File: config.mk
export PLATFORM = sky130hd
export DESIGN_NAME = serial_frame_rx
export DESIGN_NICKNAME = d
export VERILOG_FILES = /design/src/rtl/serial_frame_rx.sv
export SDC_FILE = /design/constraint.sdc
export NUM_CORES = 1
export LEC_CHECK = 0
export BUFFER_PORTS_ARGS = -buffer_cell sky130_fd_sc_hd__buf_4
export CAP_MARGIN = 20
export CORE_MARGIN = 5
export CORE_UTILIZATION = 40
export CTS_CLUSTER_DIAMETER = 60
export DETAILED_ROUTE_END_ITERATION = 12
export PLACE_DENSITY = 0.57
export SETUP_SLACK_MARGIN = 0.15
export SKIP_LAST_GASP = 1
export SLEW_MARGIN = 20
export SYNTH_ARGS = -nofsm -noshare
export SYNTH_HDL_FRONTEND = slang
export SYNTH_SLANG_ARGS = --single-unit
File: constraint.sdc
create_clock -name clk -period 2.1 [get_ports clk]
set_input_delay 0.315 -clock clk [delete_from_list [all_inputs] [get_ports clk]]
set_output_delay 0.315 -clock clk [all_outputs]
set_load 0.005 [all_outputs]
File: src/rtl/serial_frame_rx.sv
// rtl/serial_frame_rx.sv - serial start/data/stop frame receiver with valid/ready word output
module serial_frame_rx #(
   parameter int DATA_W = 8
) (
   input  logic              clk,
   input  logic              rst,
   input  logic              d,
   input  logic              en,
   output logic [DATA_W-1:0] data_out,
   output logic              valid,
   input  logic              ready,
   output logic              frame_err,
   output logic              overrun
);

   localparam int CNT_W = $clog2(DATA_W + 1);

   typedef enum logic [1:0] {
      IDLE = 2'd0,
      DATA = 2'd1,
      STOP = 2'd2
   } state_t;

   state_t              state, state_nxt;
   logic [CNT_W-1:0]    bit_cnt, bit_cnt_nxt;
   logic [DATA_W-1:0]   shift_q, shift_nxt;
   logic [DATA_W-1:0]   data_nxt;
   logic                valid_nxt;
   logic                frame_err_nxt;
   logic                overrun_nxt;

   // State, counter, holding register and flag pulses update together on each edge.
   always_ff @(posedge clk) begin
      if (rst) begin
         state     <= IDLE;
         bit_cnt   <= '0;
         shift_q   <= '0;
         data_out  <= '0;
         valid     <= 1'b0;
         frame_err <= 1'b0;
         overrun   <= 1'b0;
      end else begin
         state     <= state_nxt;
         bit_cnt   <= bit_cnt_nxt;
         shift_q   <= shift_nxt;
         data_out  <= data_nxt;
         valid     <= valid_nxt;
         frame_err <= frame_err_nxt;
         overrun   <= overrun_nxt;
      end
   end

   // Frame sequencing on enabled bits; the handshake runs every cycle regardless of en.
   always_comb begin
      state_nxt     = state;
      bit_cnt_nxt   = bit_cnt;
      shift_nxt     = shift_q;
      data_nxt      = data_out;
      valid_nxt     = valid & ~ready;
      frame_err_nxt = 1'b0;
      overrun_nxt   = 1'b0;
      if (en) begin
         case (state)
            IDLE: begin
               if (d) begin
                  state_nxt   = DATA;
                  bit_cnt_nxt = '0;
               end
            end
            DATA: begin
               shift_nxt = {shift_q[DATA_W-2:0], d};
               if (bit_cnt == CNT_W'(DATA_W - 1)) begin
                  state_nxt   = STOP;
                  bit_cnt_nxt = CNT_W'(DATA_W);
               end else begin
                  bit_cnt_nxt = bit_cnt + CNT_W'(1);
               end
            end
            STOP: begin
               // A high stop bit ends the frame; it is never reused as a start bit.
               state_nxt   = IDLE;
               bit_cnt_nxt = '0;
               if (d) begin
                  frame_err_nxt = 1'b1;
               end else if (!valid || ready) begin
                  data_nxt  = shift_q;
                  valid_nxt = 1'b1;
               end else begin
                  overrun_nxt = 1'b1;
               end
            end
            default: begin
               state_nxt   = IDLE;
               bit_cnt_nxt = '0;
            end
         endcase
      end
   end

endmodule

==> Word-level counts from Yosys, hierarchy flattened <==
Cells that the tools add are included.
{ "op_classes": {"add_sub_neg": 1, "n_eq_ne": 5, "n_mux": 12, "n_bitwise": 5, "n_reduce_logical": 9} }
{ "ops": {"columns": ["cell", "n"], "rows": [
  ["$mux 4", 2],
  ["$pmux 4 s2", 1],
  ["$mux 1", 6],
  ["$add 4x1->4 const B", 1],
  ["$eq 4x3->1 const B", 1],
  ["$mux 2", 2],
  ["$ne 2x2->1 const B", 2],
  ["$not 1->1", 4],
  ["$pmux 2 s2", 1],
  ["$reduce_and 2->1", 2],
  ["$reduce_and 4->1", 1],
  ["$reduce_or 4->1", 1],
  ["$reduce_and 3->1", 1],
  ["$reduce_or 3->1", 1],
  ["$eq 2x1->1 const B", 1],
  ["$eq 2x2->1 const B", 1],
  ["$logic_not 2->1", 1],
  ["$and 1x1->1", 1],
  ["$logic_not 1->1", 1],
  ["$logic_or 1x1->1", 1]
]} }
{ "word_totals": {"register_bits": 25, "in_bits": 5, "output_inout_bits": 11, "word_cells": 39} }

==> Logic depth before layout (Yosys ltp) <==
Gate-level depths: netlist of run 1.
{ "logic_depth": {"ltp_word": 6, "depth_mapped": 5, "depth_no_buf": 4} }

==> Least setup slack after synthesis of run 1 <==
OpenSTA, ideal clock, no wires.
{ "synth_path": {"kind": "register to register", "start": "register bit_cnt[0]", "end": "register state[0]", "setup_ns": 0.070, "arrival_ns": 1.170, "path_slack_ns": 0.859, "stages_incl_launch_ff": 5, "n_path_buf": 0, "synth_period_minus_slack_ns": 1.241, "cell_sequence": "dfxtp_1 -> ha_1 -> and3b_1 -> or3b_1 -> a21oi_1"} }
{ "synth_between": {"elab_chain_len": 3} }
{ "synth_lines": {"columns": ["element", "line_no", "source"], "rows": [
  ["from (decl)", "25", "logic [CNT_W-1:0] bit_cnt, bit_cnt_nxt;"],
  ["from (signal assigned)", "44", "bit_cnt <= bit_cnt_nxt;"],
  ["$eq 4x3->1", "72", "if (bit_cnt == CNT_W'(DATA_W - 1)) begin"],
  ["$ne 2x2->1 (no line)", null, null],
  ["$reduce_and 3->1 (no line)", null, null],
  ["to (signal assigned)", "43", "state <= state_nxt;"],
  ["to (decl)", "24", "state_t state, state_nxt;"]
]} }
Every way passes these cells.
A chain may end at the register's enable or synchronous reset.

==> Worst setup path in the final report of run 1 <==
Same ends and word-level chain as after synthesis.

==> results of run 1 <==
==> sequential cells by signal, indices dropped and copies added, names as in the netlist <==
register	flops
valid	1
frame_err	1
bit_cnt	4
shift_q	8
overrun	1
data_out	8
state	2
==> worst paths after layout <==
check / endpoint / from / depth (start not counted)
max reg2reg: state[0] / bit_cnt[0] / 4
max: state[0] / bit_cnt[0] / 4
min: overrun / ready / 3
min reg2reg: shift_q[7] / shift_q[7] / 2
==> per-layer routing <==
layer | share of wire, % | GRT usage [%]
met2 | 46 | 14.51
met4 | 0.98 | 3.979
met3 | 3.4 | 2.342
met5 | 0 | 0
met1 | 50 | 12.31
==> worst register-to-register path: cells and delay by family (launching register included) <==
family	cells	cell delay, ns
AOI/OAI and AO/OA	1	0.13
adders and majority gates	1	0.25
DFF	1	0.36
and+or+nand+nor	2	0.55
==> cells in the final DEF, fill, tap and decap left out <==
master	instances
nor3_2	1
or3_1	2
nand2_2	1
nor3_1	1
nor2_1	3
ha_1	1
nand2_1	18
nand4_1	1
nand2b_1	18
a21o_1	1
nand3b_4	1
a31oi_1	2
a21oi_1	13
nor4b_2	1
or3b_1	1
dfxtp_1	25
a221oi_1	1
buf_4	16
nor2b_1	3
mux2i_1	8
nor4b_1	1
o31ai_1	1
o21ai_0	2
clkbuf_1	1
clkbuf_4	3
a22oi_1	1
and3b_2	1
and3b_1	2
==> where the power goes <==
| group | leakage (uW) | total, uW | internal, uW | switching [uW] |
|---|---|---|---|---|
| sequential | 0.000202 | 487 | 479 | 8.12 |
| clock | 0.0000150 | 206 | 74.0 | 132 |
| combinational | 0.000234 | 45.9 | 19.8 | 26.1 |
| total | 0.000450 | 738 | 572 | 166 |
==> area by class of cell <==
class                           instances  area share [%]
Timing Repair Buffer                   16           9.786
Multi-Input combinational cell         85           44.14
Sequential cell                        25           40.77
Clock buffer                            4           2.141
Tap cell                               31           3.160
==> stage by stage <==
| stage | area (um^2) | total power [uW] | worst slack [ns] | util (%) | instances |
|---|---|---|---|---|---|
| floorplan | 1096 | 536.3 | 0.8592 | - | 117 |
| global placement | 1201 | 541.9 | 0.8080 | 44.71 | 157 |
| detailed placement | 1201 | 543.1 | 0.7762 | 44.71 | 157 |
| CTS | 1227 | 752.0 | 0.7461 | 45.69 | 161 |
| global route | 1227 | 775.2 | 0.6590 | 45.69 | 161 |
| finish | 1227 | 738.2 | 0.7500 | 45.69 | 161 |
==> cells by family after synthesis <==
| logic type | synth area share, % |
|---|---|
| AND/OR/NAND/NOR | 30.14 |
| multiplexers | 7.306 |
| buffers and inverters | 4.908 |
| adder cells (fa/ha/maj) | 1.141 |
| AO/OA/AOI/OAI | 10.85 |
| flip-flops | 45.66 |
==> impl_metrics.toml, run 1 <==
[sta]
finalSetupViolCount = 0
relSlewSlack_pct = 74.47
rsz0062_at_grt = "no"
fin_crit_ns = 1.350
fin_worst_skew_ns = 0.007497
whs_ns = 0.2934
timing.final.max_slew_violations = 0
hold_violations = 0
fin_crit_sh_pct = 64.28
fin_tns_setup_ns = 0
tightest_slew_ns = 0.3798
fmax_mhz = 740.8

[route]
drc = 0
num_vias = 802
drt_first_pass_iters = 4
detail-route-antenna-nets = 0
viasPerCell = 4.981
drt_iter0_markers = 20
route.final.wire_length_um = 1833
avgRoutedWirePerCell_um = 11.39

[critical_path]
slowest_delay_ns = 0.36
arrival_ns = 1.60
crit_family = "simple AND/OR/NAND/NOR gates"
critPathRequiredTime_ns = 2.35
endpoint_kind = "flip-flop"
cp_cell_sequence = "ha_1 > and3b_1 > or3b_1 > a21oi_1"
slowest_stage = "dfxtp_1"
critical_path.max_fanout = 5
crit_path_start_kind = "flip-flop"
criticalPathCategory = "reg2reg"
crit_buf_inv = 0
reg2reg_slack_ns = 0.75

[yosys]
syn_area_per_cell_um2 = 9.368
synth_top_area_share_pct = 45.66
synth_area_mm2 = 0.001096
synth-edff-count = 0
yosys_most_used_dff = "dfxtp_1"
syn_inst = 117
synth_seq_cells = 25
yosysWarnings = 0
synthTopCellsByArea = "dfxtp_1, nand2b_1, mux2i_1"
yosysSeqAreaShare_pct = 45.66
synth-async-reset-ratio_pct = 0
yosys.area.top_type = "dfxtp_1"
ys_top_cells_by_count = "dfxtp_1, nand2_1, nand2b_1, a21oi_1, mux2i_1"
synth_nets = 123
yosysUniqueCellTypes = 30
synth_most_common_cell = "dfxtp_1"

[global_routing]
grt_usage_pct = 9.373
grt_pass1_wl_um = 3077
grt_max_degree = 34
grt_overflow_total = 0
antenna_found_initial = 0
grt_pass1_vias = 707

[cells_and_area]
multi_input_area_um2 = 541.8
n_antenna_cell = 0
register_area_um2 = 500.5
syn_to_final_growth_pct = 11.99
nNetsFinal = 137
drive_above_1_share_pct = 18.46
fillers = 273

[clocking]
cts_root_buf = "clkbuf_4"
clkTransAtPathRegs_ns = 0.13
cts.sinks = 25
hold_buffers = 0
cts-resized-gates = 0
post_cts_buffers = 0
clk_latency_ns = 0.31
cts_tree = "done"
cts_max_level = 1
cts_made_buffers = 3
clockBufferDepth = 2

[floorplanning]
rows = 19
die_area_mm2 = 0.003887
die_h_um = 62.35
die_w_um = 62.35
io_pins = 16
start_util_pct = 40.80
core_mm2 = 0.002686

[place]
gp_congestion = 0.7920
portBuffers = 15

[power]
ir_drop_v = 0.0003181
power_density_mw_per_mm2 = 601.4
total_leakage_power_uw = 0.0004504

[status]
status = "finished clean"

[job]
maxCapViolCount = 0

[min_path]
hp-class = "in2reg"
(Power assumes the default switching activity.)
==> inputs of run 2 (changes only) <==
==> constraint.sdc (replaced) <==
create_clock -name clk -period 1.25 [get_ports clk]
set_input_delay 0.1875 -clock clk [delete_from_list [all_inputs] [get_ports clk]]
set_output_delay 0.1875 -clock clk [all_outputs]
set_load 0.005 [all_outputs]
==> impl_metrics.toml, run 2 (synthesis gave the netlist of run 1 again) <==
[status]
status = "finished with violations"
failed_checks = "negative setup slack"

[cells_and_area]
fillers = 276
reg.largest.list = "data_out: 8 flops, shift_q: 8 flops, bit_cnt: 4 flops"
drive_above_1_share_pct = 27.21
multi_input_area_um2 = 571.8
nNetsFinal = 143
n_antenna_cell = 0
layout_commonest_cell = "dfxtp_1"
syn_to_final_growth_pct = 22.60
register_area_um2 = 513.0
final_cell_mix = "dfxtp_1, buf_4, nand2b_1, nand2_1, a21oi_1"

[place]
portBuffers = 15
post-dp-hpwl_um = 1324
gp_congestion = 0.8036
pre_cts_slack_ns = -0.01095

[route]
drc = 0
route.final.wire_length_um = 2046
num_vias = 842
detail-route-antenna-nets = 0
drt_iter0_markers = 23
drt_first_pass_iters = 4
avgRoutedWirePerCell_um = 12.25
viasPerCell = 5.042

[global_routing]
grt_pass1_vias = 830
grt_overflow_total = 0
antenna_found_initial = 0
grt_usage_pct = 11.20
grt_pass1_wl_um = 3650
grt_max_degree = 34

[floorplanning]
core_mm2 = 0.002686
die_area_mm2 = 0.003887
start_util_pct = 40.80
die_h_um = 62.35
rows = 19
io_pins = 16
die_w_um = 62.35

[sta]
rsz0062_at_grt = "yes"
finalSetupViolCount = 2
relSlewSlack_pct = 72.77
fin_tns_setup_ns = -0.02258
fin_crit_sh_pct = 101.5
hold_violations = 0
timing.final.max_slew_violations = 0
fin_crit_ns = 1.268
tightest_slew_ns = 0.4051
setup_slack_ns = -0.01815
fin_worst_skew_ns = 0.004290
fmax_mhz = 788.5

[clocking]
cts_tree = "done"
hold_buffers = 0
cts_root_buf = "clkbuf_4"
clk_latency_ns = 0.31
clkTransAtPathRegs_ns = 0.13
cts.sinks = 25
cts_max_level = 1
clockBufferDepth = 2
cts_made_buffers = 3

[critical_path]
cp_cell_sequence = "ha_4 > and3b_1 > or3b_1 > a21oi_2"
endpoint_kind = "flip-flop"
crit_path_start_kind = "flip-flop"
reg2reg_slack_ns = -0.02
critical_path.max_fanout = 4
critPathRequiredTime_ns = 1.50
slowest_delay_ns = 0.37
slowest_stage = "dfxtp_4"
criticalPathCategory = "reg2reg"
arrival_ns = 1.52

[power]
total_leakage_power_uw = 0.0004974
ir_drop_v = 0.0004549
power_density_mw_per_mm2 = 956.4

[min_path]
hp-class = "in2reg"

[job]
maxCapViolCount = 0
-- run 2: cell types whose count changed in the layout (fill, tap and decap cells not counted), sizes merged --
cell	delta
buf	+6
-- run 2: stage by stage --
step                      std cells  total power, uW  hold slack (ns)  cell area [um^2]  util, %
after floorplan                 117            904.2           0.3235              1121        -
after global placement          159            923.0           0.4523              1254    46.67
after detailed placement        159            923.8           0.4553              1254    46.67
after CTS                       165             1286           0.1447              1300    48.39
after global routing            167             1361           0.1530              1344    50.02
final                           167             1285           0.1624              1344    50.02
-- run 2: repair_timing --
| item | in CTS | in global routing |
|---|---|---|
| pin swaps | 1 | 2 |
| gates resized for setup | 2 | 5 |
| buffers inserted | 2 | 2 |
| cloned | 0 | 0 |
| endpoints found under the setup margin | 24 | 25 |
-- run 2: final timing paths --
| kind | to | cells past startpoint | startpoint |
|---|---|---|---|
| min reg2reg | shift_q[7] | 2 | shift_q[7] |
| min | shift_q[0] | 3 | d |
| max reg2reg | state[0] | 4 | bit_cnt[1] |
| max | state[0] | 4 | bit_cnt[1] |
-- run 2: final cells by class --
| cell class | count | share of cell area, % |
|---|---|---|
| clock buffer | 4 | 1.955 |
| multi-input combinational | 85 | 42.55 |
| sequential | 25 | 38.18 |
| tap | 31 | 2.886 |
| timing repair buffer | 22 | 14.43 |
-- run 2: where the power goes --
group	switching (uW)	internal (uW)
logic	58.6	57.9
registers	10.2	802
clock network	232	125
-- run 2: worst max-delay path, delay by kind of cell (launching register included) --
kind / cells / cell delay, ns
simple gates: 2 / 0.56
fa+ha+maj: 1 / 0.16
flops: 1 / 0.37
compound gates: 1 / 0.11
-- run 2: routing by layer --
metal,up-vias,part of all wire [%],global-route usage (%)
li1,433,-,-
met1,386,46,13.64
met2,17,47,17.88
met3,6,4.9,2.883
met4,0,2.2,6.101
met5,-,0,0
==> inputs of run 3 (changes only) <==
--- a/config.mk
+++ b/config.mk
@@ -9,6 +9,7 @@
 export CAP_MARGIN = 20
 export CORE_MARGIN = 5
 export CORE_UTILIZATION = 40
+export CTS_BUF_LIST = sky130_fd_sc_hd__clkbuf_16
 export CTS_CLUSTER_DIAMETER = 60
 export DETAILED_ROUTE_END_ITERATION = 12
 export PLACE_DENSITY = 0.57
==> impl_metrics.toml, run 3 (synthesis gave the netlist of run 1 again) <==
[critical_path]
endpoint_kind = "flip-flop"
critPathRequiredTime_ns = 1.44
crit_path_start_kind = "flip-flop"
arrival_ns = 1.46
crit_start = "bit_cnt[1]"
critical_path.max_fanout = 3
criticalPathCategory = "reg2reg"
r2r_start = "bit_cnt[1]"

[clocking]
cts.sinks = 25
clk_latency_ns = 0.26
cts_max_level = 1
clkTransAtPathRegs_ns = 0.06
cts_made_buffers = 3
cts_tree = "done"
cts_root_buf = "clkbuf_16"
clockBufferDepth = 2

[route]
detail-route-antenna-nets = 0
drt_iter0_markers = 25
route.final.wire_length_um = 2055
viasPerCell = 4.988
avgRoutedWirePerCell_um = 11.88
drc = 0
num_vias = 863
drt_first_pass_iters = 4

[sta]
tightest_slew_ns = 0.3309
timing.final.max_slew_violations = 0
relSlewSlack_pct = 77.81
fin_crit_sh_pct = 102.2
fmax_mhz = 782.7
hold_violations = 0
rsz0062_at_grt = "yes"
fin_worst_skew_ns = 0.001897
setup_slack_ns = -0.02766
fin_crit_ns = 1.278
finalSetupViolCount = 1
whs_ns = 0.2348

[global_routing]
grt_max_degree = 34
grt_pass1_vias = 810
antenna_found_initial = 0
grt_pass1_wl_um = 3622
grt_usage_pct = 11.36
grt_overflow_total = 0

[power]
power_uw = 1623
ir_drop_v = 0.0008556
power_density_mw_per_mm2 = 1109
total_leakage_power_uw = 0.0005648

[place]
place_area_mm2 = 0.001254
post-dp-hpwl_um = 1324
portBuffers = 15
pre_cts_slack_ns = -0.01095
gp_congestion = 0.8036

[floorplanning]
rows = 19
io_pins = 16
die_area_mm2 = 0.003887
start_util_pct = 40.80
core_mm2 = 0.002686
die_h_um = 62.35
die_w_um = 62.35

[cells_and_area]
final_cell_mix = "buf_4, dfxtp_1, nand2b_1, nand2_1, a21oi_1"
drive_above_1_share_pct = 33.10
fin_util_pct = 54.49
n_antenna_cell = 0
nNetsFinal = 149
syn_to_final_growth_pct = 33.56
layout_commonest_cell = "buf_4"
reg.largest.list = "data_out: 8 flops, shift_q: 8 flops, bit_cnt: 4 flops"
stdcell_area_mm2 = 0.001464
fillers = 255

[status]
status = "finished with violations"
failed_checks = "negative setup slack"

[job]
maxCapViolCount = 0

[min_path]
min_from = "d"
hp-class = "in2reg"
-- run 3: cell types whose count changed in the layout (fill, tap and decap cells not counted), sizes merged --
cell / before / now
buf: 22 / 28
clkbuf: 4 / 3
inv: 0 / 1
-- run 3: routing by layer --
layer / share of wire, % / GRT usage [%]
met5: 0 / 0
met4: 2.2 / 6.366
met3: 4.7 / 3.063
met2: 45 / 18.39
met1: 48 / 13.43
-- run 3: what timing repair did --
action / 4_1_cts / 5_1_grt
setup buffers: 2 / 8
setup endpoints to repair: 24 / 24
pin swaps: 2 / 5
resized for setup: 2 / 12
hold buffers: 0 / 0
-- run 3: worst paths after layout --
path | endpoint | slack, ns | depth (start not counted)
hold reg to reg | shift_q[7] | 0.46 | 2
setup / recovery | state[0] | -0.03 | 4
setup reg to reg | state[0] | -0.03 | 4
hold / removal | shift_q[0] | 0.23 | 3
-- run 3: layout make-up --
| class | instances | area [um^2] | share of cell area (%) |
|---|---|---|---|
| multi-input cells | 85 | 591.8 | 40.43 |
| clock inverters | 1 | 3.754 | 0.2564 |
| clock buffers | 3 | 75.07 | 5.128 |
| flip-flops and latches | 25 | 515.5 | 35.21 |
| well taps | 31 | 38.79 | 2.650 |
| repair buffers | 28 | 239.0 | 16.32 |
-- run 3: per-stage QoR --
stage / cells / TNS [ns]
3_3_place_gp: 159 / 0
3_5_place_dp: 159 / -0.01095
2_1_floorplan: 117 / 0
6_report: 173 / -0.02766
5_1_grt: 173 / -0.1212
4_1_cts: 165 / -0.002067
-- run 3: where the power goes --
part | internal, uW | switching (uW)
combinational | 60.1 | 58.4
clock | 427 | 264
sequential | 800 | 13.2
-- run 3: critical path, cell delays in order, from the launching register on --
cell	delay, ns
dfxtp_4	0.35
ha_4	0.16
and3b_2	0.22
or3b_1	0.36
a21oi_2	0.12
